$ cat src/rtl/tx_serializer.sv
// tx_serializer: drains a 128-bit AES result block into the byte-wide
// transmit FIFO, MSB byte first.
//
// Ports:
//   clk           system clock, all state on the rising edge
//   reset         synchronous active-high reset
//   data_done     one-cycle pulse, aes_data_out valid this cycle
//   aes_data_out  128-bit block, bits 127:120 go out first
//   fullTx        transmit FIFO full, no enqueue while high
//   abort         cancel the block in progress
//   trans_enq     FIFO write strobe, one byte per high cycle
//   tx_byte       byte presented to the FIFO (top byte of the shift register)
//   ser_ready     a data_done this cycle will be accepted
//   block_sent    one-cycle pulse after the 16th byte is enqueued
//   overflow      sticky: data_done arrived while busy
//   byte_count    bytes of the current block already enqueued (0..16)
module tx_serializer (
    input  logic         clk,
    input  logic         reset,
    input  logic         data_done,
    input  logic [127:0] aes_data_out,
    input  logic         fullTx,
    input  logic         abort,
    output logic         trans_enq,
    output logic [7:0]   tx_byte,
    output logic         ser_ready,
    output logic         block_sent,
    output logic         overflow,
    output logic [4:0]   byte_count
);

    typedef enum logic [1:0] {
        StIdle,
        StSend,
        StDone
    } state_e;

    state_e       state_q, state_d;
    logic [127:0] shift_q, shift_d;
    logic [4:0]   count_q, count_d;
    logic         overflow_q, overflow_d;

    // Outputs depend only on state and the live inputs.
    always_comb begin
        trans_enq  = 1'b0;
        ser_ready  = 1'b1;
        block_sent = 1'b0;
        unique case (state_q)
            StIdle: ;
            StSend: begin
                ser_ready = 1'b0;
                // An abort or reset cycle must never write a byte.
                trans_enq = !fullTx && !abort && !reset;
            end
            StDone: block_sent = 1'b1;
            default: ;
        endcase
    end

    assign tx_byte    = shift_q[127:120];
    assign overflow   = overflow_q;
    assign byte_count = count_q;

    always_comb begin
        state_d    = state_q;
        shift_d    = shift_q;
        count_d    = count_q;
        overflow_d = overflow_q;

        if (abort) begin
            // Abort wins over data_done: block dropped, overflow untouched.
            state_d = StIdle;
            count_d = 5'd0;
        end else begin
            unique case (state_q)
                StIdle: begin
                    if (data_done) begin
                        shift_d = aes_data_out;
                        count_d = 5'd0;
                        state_d = StSend;
                    end
                end
                StSend: begin
                    if (data_done) begin
                        overflow_d = 1'b1;
                    end
                    if (trans_enq) begin
                        shift_d = {shift_q[119:0], 8'h00};
                        count_d = count_q + 5'd1;
                        if (count_q == 5'd15) begin
                            state_d = StDone;
                        end
                    end
                end
                StDone: begin
                    count_d = 5'd0;
                    if (data_done) begin
                        shift_d = aes_data_out;
                        state_d = StSend;
                    end else begin
                        state_d = StIdle;
                    end
                end
                default: begin
                    state_d = StIdle;
                    count_d = 5'd0;
                end
            endcase
        end
    end

    always_ff @(posedge clk) begin
        if (reset) begin
            state_q    <= StIdle;
            shift_q    <= '0;
            count_q    <= 5'd0;
            overflow_q <= 1'b0;
        end else begin
            state_q    <= state_d;
            shift_q    <= shift_d;
            count_q    <= count_d;
            overflow_q <= overflow_d;
        end
    end

endmodule

$ cat config.mk
export PLATFORM = sky130hd
export DESIGN_NAME = tx_serializer
export DESIGN_NICKNAME = d
export VERILOG_FILES = /design/src/rtl/tx_serializer.sv
export SDC_FILE = /design/constraint.sdc
export NUM_CORES = 1
export LEC_CHECK = 0
export BUFFER_PORTS_ARGS = -buffer_cell sky130_fd_sc_hd__buf_2
export CORE_ASPECT_RATIO = 0.7
export CORE_MARGIN = 2
export CORE_UTILIZATION = 35
export CTS_CLUSTER_SIZE = 12
export DETAILED_ROUTE_END_ITERATION = 12
export SLEW_MARGIN = 5
export SYNTH_ARGS = -nofsm -noshare
export SYNTH_HDL_FRONTEND = slang
export SYNTH_SLANG_ARGS = --single-unit
$ cat constraint.sdc
create_clock -name clk -period 5.2 [get_ports clk]
set_clock_uncertainty 0.15 [all_clocks]
set_input_delay 0.52 -clock clk [delete_from_list [all_inputs] [get_ports clk]]
set_output_delay 0.52 -clock clk [all_outputs]
set_load 0.01 [all_outputs]
==> flow_summary.yaml <==
cells_and_area:
  final_core_util: 0.4165
  mostFrequentLayoutCells: "buf_2, a211oi_1, dfxtp_1"
  diodes: 0
  nets: 997
  drive_above_1_share: 0.4714
  final_common_cell: "buf_2"
  syn2layout_area_growth_pct: 16.58
  fillers: 2142
cts:
  cts_tree: "yes"
  cts_hold_buf: 0
  numClockSinks: 136
  htree_levels: 4
  worstSkewPairLatency_ns: 0.41
  cts-resized-gates: 0
  cts_setup_buffers: 0
  root_buffer: "clkbuf_16"
  cts_buffers: 17
  cts_buffer_depth: 2
  clk_pin_slew_ns: 0.06
timing:
  final_hold_viol_count: 0
  hold_slack_ns: 0.2633
  tns_ns: 0
  drv_slew: 0
  tightest_slew_ns: 1.093
  fmax_mhz: 322.1
  post-route-period-util: 0.5971
  rsz0062_at_grt: "no"
  fin_ws_ns: 2.095
  fin_crit_ns: 3.105
  timing.slew.headroom: 0.2716
  setup_viol: 0
die:
  die_h_um: 128.6
  start_util: 0.3572
  rows: 45
  io_pins: 150
  dieWidth_um: 182.0
  die-area_um2: 23410
  core_area_um2: 21730
logic_synthesis:
  ys_warn_count: 0
  synth_nets: 918
  ys_seq_area_frac: 0.3507
  synth_cell_types: 33
  synth_cells: 783
  syn-mean-instance-area_um2: 9.915
  ys_ff_latch: 136
  synth_area_um2: 7764
run_status:
  outcome: "finished clean"
pwr:
  peakVddDrop_uv: 201.6
  power.leakage_uw: 0.003214
  power_density_nw_per_um2: 310.7
  p_total_uw: 2813
global_routing:
  grt_pass1_wl_mm: 32.93
  grt_pass1_vias: 5975
  antenna_found_initial: 0
  overflow: 0
  grt_max_degree: 88
  grt_usage: 0.1791
critical_path:
  r2r-end: "shift_q[59]"
  arrival_ns: 2.44
  cp_num_cells: 4
  crit_buf_inv: 2
  max_stage_delay_ns: 0.63
  cp_max_fo: 59
  required_ns: 4.53
  crit_path_start: "state_q[0]"
  r2r-start: "state_q[0]"
  ff2ff_setup_slack_ns: 2.18
  critPathLaunchType: "flop"
  crit_slowest_cell: "buf_4"
  crit_family: "buffers and inverters"
  rr_worst_depth: 5
  crit_type: "flop to output pin"
  path_cells: "buf_4 -> or3b_2 -> nor2_1 -> buf_2"
  end_kind: "output pin"
  cp-endpoint: "trans_enq"
placement:
  port_buffers: 149
  hpwl_mm: 12.99
  place.gp.congestion: 0.7636
  post-place-ws_ns: 1.802
min_path:
  hold_class: "primary input to flop"
routing:
  via_per_inst: 5.230
  drc_errors: 0
  final_antenna_net_count: 0
  drtPass1Iterations: 4
  num_vias: 6046
  wl_mm: 20.82
  drt_first_iter_violations: 398
  wire_per_inst_um: 18.01
job:
  maxCapViolCount: 0
-- cells by family (layout without fill, tap and decap cells) --
family	after synthesis	after routing	synth area share
and+or+nand+nor	34	34	0.02659
muxes	120	120	0.1741
DFF	136	136	0.3507
AOI/OAI and AO/OA	266	266	0.3181
adders and majority gates	2	2	0.003223
buffers and inverters	225	316	0.1273
-- worst reg2reg max path, cell delays in order (launching register included) --
cell,delay (ns)
dfxtp_4,0.49
buf_4,0.64
buf_4,0.73
mux2_2,0.47
a211oi_1,0.31
a211oi_2,0.07
-- stage by stage --
| step | cell area [um^2] | std cells |
|---|---|---|
| global route | 9051 | 1156 |
| detailed placement | 8458 | 1125 |
| CTS | 9051 | 1156 |
| finish | 9051 | 1156 |
| floorplan | 7764 | 783 |
| global placement | 8458 | 1125 |
-- how the worst min path moves through the flow --
stage | startpoint | endpoint | slack, ns | depth (start not counted)
floorplan | shift_q[100] | shift_q[100] | 0.28 | 2
global placement | shift_q[91] | shift_q[91] | 0.29 | 2
detailed placement | shift_q[91] | shift_q[91] | 0.29 | 2
CTS | aes_data_out[4] | shift_q[4] | 0.24 | 3
global route | aes_data_out[4] | shift_q[4] | 0.25 | 3
finish | aes_data_out[4] | shift_q[4] | 0.26 | 3
-- sequential cells by signal (all words and copies together) (netlist names) --
| register | cells |
|---|---|
| byte_count | 5 |
| overflow | 1 |
| state_q | 2 |
| shift_q | 128 |
-- cell usage after synthesis (all sizes together) --
cell | instances | area share
clkinv | 1 | 0.00048
buf | 47 | 0.041
a31oi | 3 | 0.0024
nor3 | 2 | 0.0013
a21o | 1 | 0.00097
a211oi | 240 | 0.30
o32ai | 1 | 0.0011
nor2b | 1 | 0.00081
clkbuf | 50 | 0.024
a32oi | 1 | 0.0011
o21ai | 1 | 0.00064
and3 | 1 | 0.00081
nand2b | 1 | 0.00081
nand3 | 10 | 0.0064
nor3b | 1 | 0.0016
or3b | 1 | 0.0011
a21oi | 10 | 0.0064
a22oi | 8 | 0.0077
or4b | 2 | 0.0026
nor2 | 5 | 0.0024
or2 | 1 | 0.00081
nand4 | 5 | 0.0040
inv | 127 | 0.061
a41oi | 1 | 0.0011
nor4b | 2 | 0.0023
ha | 2 | 0.0032
dfxtp | 136 | 0.35
mux2 | 120 | 0.17
or3 | 2 | 0.0016
-- final cells by class --
cell class	instances	area, um^2	share of cell area
Sequential cell	136	2726	0.3012
Inverter	128	480.5	0.05308
Timing Repair Buffer	157	827.0	0.09137
Tap cell	282	352.8	0.03898
Multi-Input combinational cell	422	4071	0.4498
Clock buffer	24	503.0	0.05557
Clock inverter	7	90.09	0.009953
-- layer usage --
layer | vias to the layer above | wire, um | GRT usage
li1 | 3004 | - | -
met4 | 0 | 188 | 0.04839
met1 | 2879 | 11020 | 0.2746
met2 | 148 | 8535 | 0.2479
met5 | - | 0 | 0
met3 | 15 | 1082 | 0.03991
-- power breakdown --
part           leakage (uW)  total [uW]  internal, uW  switching [uW]
Clock              0.000287        1230           769             460
Combinational       0.00181         427           196             231
Sequential          0.00112        1160          1120            40.8
Total               0.00321        2810          2080             731
Power figures use the tool's default switching activity.
